`config.mk`:
```
export PLATFORM = sky130hd
export DESIGN_NAME = walk_request_bank
export DESIGN_NICKNAME = d
export VERILOG_FILES = /design/src/rtl/walk_pkg.sv /design/src/rtl/walk_debounce.sv /design/src/rtl/walk_request_bank.sv
export SDC_FILE = /design/constraint.sdc
export NUM_CORES = 1
export LEC_CHECK = 0
export ABC_AREA = 1
export BUFFER_PORTS_ARGS = -buffer_cell sky130_fd_sc_hd__buf_2
export CAP_MARGIN = 20
export CORE_ASPECT_RATIO = 0.9
export CORE_UTILIZATION = 35
export CTS_CLUSTER_SIZE = 10
export DETAILED_ROUTE_END_ITERATION = 10
export PLACE_DENSITY_LB_ADDON = 0.25
export SETUP_SLACK_MARGIN = 0.2
export SYNTH_ARGS = -nofsm -noshare
export SYNTH_HDL_FRONTEND = slang
export SYNTH_HIERARCHICAL = 1
export SYNTH_SLANG_ARGS = --single-unit
export TNS_END_PERCENT = 30
```
`constraint.sdc`:
```
create_clock -name clk -period 4.5 [get_ports clk]
set_clock_uncertainty 0.1 [all_clocks]
set_input_delay 0.9 -clock clk [delete_from_list [all_inputs] [get_ports clk]]
set_output_delay 0.9 -clock clk [all_outputs]
set_load 0.005 [all_outputs]
```
`src/rtl/walk_pkg.sv`:
```
// Shared types and defaults for the multi-channel crosswalk request bank.
package walk_pkg;

  typedef enum logic [1:0] {
    IDLE  = 2'd0,
    GRANT = 2'd1,
    SERVE = 2'd2
  } walk_state_e;

  localparam int NUM_CH_DEF       = 4;
  localparam int DEBOUNCE_DEF     = 3;
  localparam int WAIT_W_DEF       = 8;
  localparam int URGENT_LIMIT_DEF = 200;

  // Channel index width; a two-channel bank still needs one bit.
  function automatic int idx_width(input int n);
    return (n <= 2) ? 1 : $clog2(n);
  endfunction

endpackage

```
`src/rtl/walk_debounce.sv`:
```
// One crosswalk button: 2-flop synchroniser, run-length debounce and a
// single-cycle press event that will not repeat while the button is held.
module walk_debounce #(
  parameter int DEBOUNCE = 3
) (
  input  logic clk,
  input  logic rst,
  input  logic btn_i,
  output logic press_o
);

  localparam int CNT_W = $clog2(DEBOUNCE + 1);
  localparam logic [CNT_W-1:0] CNT_TOP = CNT_W'(DEBOUNCE);
  localparam logic [CNT_W-1:0] CNT_ARM = CNT_W'(DEBOUNCE - 1);

  logic             sync1_q;
  logic             sync2_q;
  logic [CNT_W-1:0] cnt_q;
  logic [CNT_W-1:0] cnt_d;

  // Count parks at CNT_TOP while held, so the event fires only once per press.
  always_comb begin
    cnt_d = cnt_q;
    if (!sync2_q) begin
      cnt_d = '0;
    end else if (cnt_q != CNT_TOP) begin
      cnt_d = cnt_q + CNT_W'(1);
    end
  end

  assign press_o = sync2_q && (cnt_q == CNT_ARM);

  always_ff @(posedge clk or posedge rst) begin
    if (rst) begin
      sync1_q <= 1'b0;
      sync2_q <= 1'b0;
      cnt_q   <= '0;
    end else begin
      sync1_q <= btn_i;
      sync2_q <= sync1_q;
      cnt_q   <= cnt_d;
    end
  end

endmodule

```
`src/rtl/walk_request_bank.sv`:
```
// Latches debounced walk requests per crosswalk, ages them, and offers one
// channel at a time to the traffic controller (urgent-first round-robin).
module walk_request_bank
  import walk_pkg::*;
#(
  parameter int NUM_CH       = NUM_CH_DEF,
  parameter int DEBOUNCE     = DEBOUNCE_DEF,
  parameter int WAIT_W       = WAIT_W_DEF,
  parameter int URGENT_LIMIT = URGENT_LIMIT_DEF,
  localparam int IDX_W       = idx_width(NUM_CH)
) (
  input  logic              clk,
  input  logic              sys_reset,
  input  logic [NUM_CH-1:0] walk_req_in,
  input  logic [NUM_CH-1:0] clear_in,
  input  logic              grant_ready,
  input  logic              grant_done,
  output logic              grant_valid,
  output logic [IDX_W-1:0]  grant_idx,
  output logic [NUM_CH-1:0] pending,
  output logic [NUM_CH-1:0] urgent,
  output logic              any_pending
);

  localparam logic [WAIT_W-1:0] WAIT_MAX = '1;
  localparam logic [WAIT_W-1:0] URG_LIM  = WAIT_W'(URGENT_LIMIT);

  walk_state_e       state_q, state_d;
  logic [NUM_CH-1:0] pending_q, pending_d;
  logic [NUM_CH-1:0] press;
  logic [WAIT_W-1:0] wait_q [NUM_CH];
  logic [WAIT_W-1:0] wait_d [NUM_CH];
  logic              gvalid_q, gvalid_d;
  logic [IDX_W-1:0]  gidx_q, gidx_d;
  logic [IDX_W-1:0]  last_q, last_d;
  logic              serving;

  // First set bit of mask after 'last', wrapping around the channels.
  function automatic logic [IDX_W-1:0] rr_pick(input logic [NUM_CH-1:0] mask,
                                               input logic [IDX_W-1:0]  last);
    logic [IDX_W-1:0] pick;
    logic             found;
    int               j;
    pick  = '0;
    found = 1'b0;
    for (int k = 1; k <= NUM_CH; k++) begin
      j = (int'(last) + k) % NUM_CH;
      if (!found && mask[j]) begin
        pick  = IDX_W'(j);
        found = 1'b1;
      end
    end
    return pick;
  endfunction

  for (genvar g = 0; g < NUM_CH; g++) begin : g_ch
    walk_debounce #(.DEBOUNCE(DEBOUNCE)) u_debounce (
      .clk     (clk),
      .rst     (sys_reset),
      .btn_i   (walk_req_in[g]),
      .press_o (press[g])
    );
  end

  assign serving = (state_q == SERVE);

  always_comb begin
    for (int i = 0; i < NUM_CH; i++) begin
      pending_d[i] = pending_q[i];
      if (clear_in[i]) begin
        pending_d[i] = 1'b0;
      end else if (serving && grant_done && (gidx_q == IDX_W'(i))) begin
        pending_d[i] = 1'b0;
      end else if (press[i] && !(serving && (gidx_q == IDX_W'(i)))) begin
        pending_d[i] = 1'b1;
      end
      // Age restarts from zero whenever a request is freshly latched or dropped.
      wait_d[i] = '0;
      if (pending_d[i] && pending_q[i]) begin
        wait_d[i] = (wait_q[i] == WAIT_MAX) ? wait_q[i] : wait_q[i] + WAIT_W'(1);
      end
      urgent[i] = pending_q[i] && (wait_q[i] >= URG_LIM);
    end
  end

  always_comb begin
    state_d  = state_q;
    gvalid_d = gvalid_q;
    gidx_d   = gidx_q;
    last_d   = last_q;
    case (state_q)
      IDLE: begin
        if (|pending_q) begin
          gidx_d   = rr_pick((|urgent) ? urgent : pending_q, last_q);
          gvalid_d = 1'b1;
          state_d  = GRANT;
        end
      end
      GRANT: begin
        // Ready beats a same-cycle clear: the controller has already committed.
        if (grant_ready) begin
          gvalid_d = 1'b0;
          state_d  = SERVE;
        end else if (clear_in[gidx_q]) begin
          gvalid_d = 1'b0;
          state_d  = IDLE;
        end
      end
      SERVE: begin
        if (grant_done) begin
          last_d  = gidx_q;
          state_d = IDLE;
        end
      end
      default: begin
        gvalid_d = 1'b0;
        state_d  = IDLE;
      end
    endcase
  end

  always_ff @(posedge clk or posedge sys_reset) begin
    if (sys_reset) begin
      state_q   <= IDLE;
      pending_q <= '0;
      gvalid_q  <= 1'b0;
      gidx_q    <= '0;
      last_q    <= IDX_W'(NUM_CH - 1);
      for (int i = 0; i < NUM_CH; i++) begin
        wait_q[i] <= '0;
      end
    end else begin
      state_q   <= state_d;
      pending_q <= pending_d;
      gvalid_q  <= gvalid_d;
      gidx_q    <= gidx_d;
      last_q    <= last_d;
      for (int i = 0; i < NUM_CH; i++) begin
        wait_q[i] <= wait_d[i];
      end
    end
  end

  assign grant_valid = gvalid_q;
  assign grant_idx   = gidx_q;
  assign pending     = pending_q;
  assign any_pending = |pending_q;

endmodule

```
==> metrics.txt, run 1 <==
Chip Height=95.7 µm; Reg2Reg Setup Slack=about 2.5 ns; estimated wirelength of the detail-placed design=5120 µm; port bufs=23; final setup fails=0; Post-Syn Area per Cell=7.84 µm²; crit path capture type=output port; setup_tns=0 ns; Post-Synthesis Cells=approximately 440; Clock Latency Late Sink=0.35 ns; Final Hold Viols=0; reg2reg start=pending[0]; Critical Path AT=1.54 ns; final core utilization=41.4%; Post-synth EDFFs=0; WHS Endpoint=g_ch[1].u_debounce/sync2_q; Die W=between 100 and 150 µm; crit start category=register; leakage power=~2.0 nW; flops & latches, synth=59; Filler Cell Count=943; die area=10100 µm²; R2R depth=14; setup bufs post-CTS=0; vias=approximately 2800; min cycle time layout=~2.5 ns; initial core utilization=a little under two fifths; Fin Hold WS=0.251 ns; initial antenna violation count=0; Slew Viols, Final=0; clock slew at reported path FFs=0.08 ns; first-pass GRT wire length=~12000 µm; reg2reg end=grant_idx[1]; Initial DRT Pass Iterations=4; Hold Startpoint=g_ch[1].u_debounce/sync1_q; hold depth=0; Slew @ Worst Pin=approximately 0.57 ns; most common cell after layout, fill and taps aside=inv_1; Post-Syn Area=roughly 3400 µm²; pwr dens=~400 nW/µm²; Max Root-Sink Buffers=2; Ant. Diodes=0; area leader, netlist=dfrtp_1; Core Area=9290 µm²; Seq/Total Area, Yosys=43.4%; max_cap viols=0; Synth Flop Type=dfrtp_1; most frequent cells in the layout=inv_1, nand2_1, dfrtp_1; Worst Hold Class=register to register; Synth cell types=38; Crit Path Class=register to output port; Root Buffer=clkbuf_8; TritonCTS clock tree=done; gp weighted congestion=0.836; post-CTS sizing=0; worst vdd ir=0.250 mV; Post-DRT Antenna Nets=0; Synth-to-Final Area Change=12.7%; H-tree levels=3; largest cells by area after synthesis=dfrtp_1, inv_1, nand3_1, nand2_1, ha_1; share of the synthesized area in the top cell type=41.8%; Residual DRC=0; vias per cell=4.66; grt ovf=0; relative slew slack=62.1%; Tot Pwr=about 1.5 mW; RSZ-0062 raised after global routing=no; Mapped Nets=463; share of post-route cells with drive strength above 1=15.5%; CTS Hold Buffers Added=0; DR iter-0 viols=80; Post-synth ARST share=100%; status=complete, no violations; vias in the first global route=~2600; Max Clk Rate=0.393 GHz; crit share post-route=56.5%; # rows=33; required time of the critical path=3.50 ns; GRT Total Usage=15.0%; Routed WL per cell=11.3 µm; CP max FO=5; Ys Warns=6; clock sinks=59; Top Ports=24; largest net degree at the start of global routing=between 40 and 50; CTS Buf Count=9; routed wire length=a little under 7000 µm; # nets final=494
==> report_power, final <==
part	switching, mW	internal [mW]
combinational	0.249	0.140
clock	0.244	0.264
sequential	0.0637	0.583
==> cells in the mapped netlist, drive strengths merged (2+ instances only) <==
| cell type | count |
|---|---|
| xnor2 | 3 |
| nand3 | 60 |
| a31oi | 2 |
| inv | 86 |
| o21ai | 33 |
| nor3 | 10 |
| nand2 | 85 |
| dfrtp | 57 |
| ha | 16 |
| dfstp | 2 |
| o221a | 2 |
| nor2 | 46 |
| buf | 3 |
| a21oi | 16 |
==> cell type report <==
cell class                      instances  area, µm²  area share, %
Clock buffer                            9        124           3.22
Clock inverter                          7       81.3           2.12
Inverter                               87        327           8.50
Multi-Input combinational cell        285       1560           40.5
Sequential cell                        59       1480           38.5
Tap cell                              122        153           3.97
Timing Repair Buffer                   24        123           3.19
==> routing by layer <==
metal	part of all wire, %	global-route usage [%]	up-vias
met5	0	0	-
met4	1.5	6.25	0
met3	4.8	5.40	10
met2	46	24.0	49
met1	48	18.4	1257
li1	-	-	1448
==> how the worst max path moves through the flow <==
stage / from / end / slack, ns
after CTS: pending[3] / any_pending / 1.89
after floorplan: sys_reset / grant_idx[0] / 2.50
after detailed placement: grant_done / wait_q[30] / 2.24
after global placement: grant_done / wait_q[28] / 2.29
final: pending[3] / any_pending / 1.96
after global routing: pending[0] / any_pending / 1.78
==> cells by family after synthesis <==
group	count (synthesis)	share of synthesized area (%)
simple gates	204	28.6
flops	59	43.4
xor+xnor	4	1.03
buf+inv	91	11.0
fa+ha+maj	16	5.87
compound gates	61	10.2
==> per-stage QoR <==
step                std cells  worst slack (ns)  area [µm²]
global route              593              1.78        3840
global placement          577              2.29        3640
detailed placement        577              2.24        3640
CTS                       593              1.89        3840
floorplan                 435              2.50        3410
finish                    593              1.96        3840
==> state kept, by name (all words and copies together), names as in the netlist <==
| signal | cells |
|---|---|
| last_q | 2 |
| state_q | 2 |
| wait_q | 32 |
| g_ch.u_debounce/sync1_q | 4 |
| grant_idx | 2 |
| pending | 4 |
| grant_valid | 1 |
| g_ch.u_debounce/cnt_q | 8 |
| g_ch.u_debounce/sync2_q | 4 |
==> critical path: stages (launching register included) <==
cell	delay [ns]
dfrtp_1	0.45
nor4_1	0.48
inv_1	0.11
buf_2	0.15
No activity file was read; power rests on OpenSTA's default activity.
==> run 2, diff against run 1 <==
==> constraint.sdc (replaced) <==
create_clock -name clk -period 2.3 [get_ports clk]
set_clock_uncertainty 0.1 [all_clocks]
set_input_delay 0.46 -clock clk [delete_from_list [all_inputs] [get_ports clk]]
set_output_delay 0.46 -clock clk [all_outputs]
set_load 0.005 [all_outputs]
==> metrics.txt, run 2 (synthesis results as in run 1) <==
routed wire length=6780 µm (+0.77%); setup bufs post-CTS=0 (unchanged); crit path capture type=output port; Regs by FF count=wait_q (32), g_ch.u_debounce/cnt_q (8); vias=2783 (+0.69%); Max Root-Sink Buffers=2 (unchanged); initial core utilization=36.7% (unchanged); first-pass GRT wire length=12000 µm (+2.2%); switching pwr=1.07 mW (+92%); Max Clk Rate=0.492 GHz; most common cell after layout, fill and taps aside=inv_1; Critical Path AT=1.47 ns (-0.07 ns); clock share of power=29.3% (-3.6 points); Crit Path Class=register to output port; Slew Viols, Final=0 (unchanged); Fin Hold WS=0.117 ns (-0.134 ns); Clock Latency Late Sink=0.34 ns (about the same); Post-Place Worst Slack=0.336 ns (-1.90 ns); vias in the first global route=2763 (+5.2%); Die W=106 µm (unchanged); Slew @ Worst Pin=0.574 ns (+0.00590 ns); RSZ-0062 raised after global routing=yes; min cycle time layout=2.03 ns; pwr dens=753 nW/µm² (+87%); crit start category=register; clock slew at reported path FFs=0.07 ns (about the same); Core Area=9290 µm² (unchanged); Sw Share=37.0% (+0.91 points); vias per cell=4.68 (+0.35%); Ant. Diodes=0 (unchanged); Worst Hold Class=input port to register; placed cell count=578 (+0.17%); estimated wirelength of the detail-placed design=5190 µm (+1.2%); largest reg by FF count=wait_q; H-tree levels=3 (unchanged); CP max FO=5 (unchanged); Critical Path, Cell by Cell=nor4_1 -> inv_1 -> buf_2; DR iter-0 viols=98 (+23%); Tot Pwr=2.89 mW (+87%); Top Ports=24 (unchanged); Finished Cell Area=3840 µm² (-0.13%); Synth-to-Final Area Change=12.5%; most frequent cells in the layout=inv_1, nand2_1, dfrtp_1; # rows=33 (unchanged); die area=10100 µm² (unchanged); Routed WL per cell=11.4 µm (+0.43%); non-filler cells, final=595 (+0.34%); placed instance area=3650 µm² (+0.21%); Root Buffer=clkbuf_8; share of post-route cells with drive strength above 1=15.6% (+0.15 points); initial antenna violation count=1 (+1); slowest stage cell, crit path=dfrtp_1; Filler Cell Count=976 (+3.5%); Residual DRC=0 (unchanged); Chip Height=95.7 µm (unchanged); worst vdd ir=0.427 mV (+71%); CP bufs+invs=2 (unchanged); final setup fails=0 (unchanged); largest net degree at the start of global routing=44 (unchanged); Setup WS post-layout=0.267 ns (-1.69 ns); relative slew slack=61.8% (-0.39 points); leakage power=2.01 nW (+0.28%); TritonCTS clock tree=done; # nets final=496 (+0.40%); max_cap viols=0 (unchanged); status=complete, no violations; Initial DRT Pass Iterations=4 (unchanged); Post-DRT Antenna Nets=0 (unchanged); max reg flops=32 (unchanged); Comb pwr share=27.2% (+2.0 points); required time of the critical path=1.74 ns (-1.76 ns); CP top delay family=flip-flops; grt ovf=0 (unchanged); final core utilization=41.3% (-0.054 points); crit share post-route=approximately nine tenths; Final Hold Viols=0 (unchanged); port bufs=23 (unchanged); gp weighted congestion=0.868 (+3.8%); clock sinks=59 (unchanged); CP max stage delay=0.46 ns (-0.02 ns); CTS Buf Count=9 (unchanged); GRT Total Usage=15.0% (about the same); Int Pwr=1.82 mW (+85%); setup_tns=0 ns (unchanged); sequential share of power=43.6% (+1.7 points)
-- run 2: cell types whose count changed in the layout (fill, tap and decap cells not counted), sizes merged --
cell | before | now
buf | 24 | 25
dlygate4sd3 | 0 | 1
clkinvlp | 1 | 3
inv | 90 | 87
bufinv | 1 | 0
clkinv | 2 | 4
-- run 2: timing repair --
action,CTS,global route
endpoints found under the hold margin,16,0
hold buffers,1,0
gates resized for setup,0,1
endpoints found under the setup margin,0,6
-- run 2: worst register-to-register path, cell delays in order (launching register included) --
cell     delay (ns)
dfrtp_1        0.46
inv_2          0.13
nor2_2         0.05
nand2_2        0.14
nand2_4        0.09
nor2_8         0.14
nand2_2        0.07
nand3_1        0.11
nand2_1        0.07
nand2_1        0.07
nand2_2        0.08
nand3_1        0.07
nand2_1        0.06
inv_1          0.06
nand2_1        0.05
nand2_1        0.08
nand2_1        0.06
-- run 2: power groups by stage --
stage / combinational (mW) / sequential, mW / clock (mW)
2_1_floorplan: 0.677 / 1.22 / 0
3_3_place_gp: 0.770 / 1.28 / 0
3_5_place_dp: 0.781 / 1.28 / 0
4_1_cts: 0.788 / 1.26 / 0.887
5_1_grt: 0.924 / 1.28 / 0.919
6_report: 0.785 / 1.26 / 0.846
-- run 2: metal layers --
layer,vias to the layer above,track usage [%],routed length (µm)
met5,-,0,10
met1,1288,18.4,3290
li1,1450,-,-
met4,2,5.32,31
met3,4,4.24,293
met2,39,25.4,3150
-- run 2: final timing paths --
kind | startpoint | to | slack (ns) | cells past startpoint
worst max register to register | pending[3] | grant_idx[1] | 0.33 | 16
worst max-delay path | pending[3] | any_pending | 0.27 | 3
max in group asynchronous | sys_reset | grant_idx[1] | 0.97 | 4
min in group asynchronous | sys_reset | g_ch[3].u_debounce/sync1_q | 0.46 | 3
worst min-delay path | walk_req_in[0] | g_ch[0].u_debounce/sync1_q | 0.12 | 1
worst min register to register | g_ch[0].u_debounce/sync1_q | g_ch[0].u_debounce/sync2_q | 0.25 | 0
-- run 2: final cells by class --
class                           instances  area, µm²  share of cell area [%]
Inverter                               87        327                    8.51
Clock buffer                            9        124                    3.23
Timing Repair Buffer                   26        140                    3.65
Tap cell                              122        153                    3.98
Clock inverter                          7       53.8                    1.40
Sequential cell                        59       1480                    38.5
Multi-Input combinational cell        285       1560                    40.7
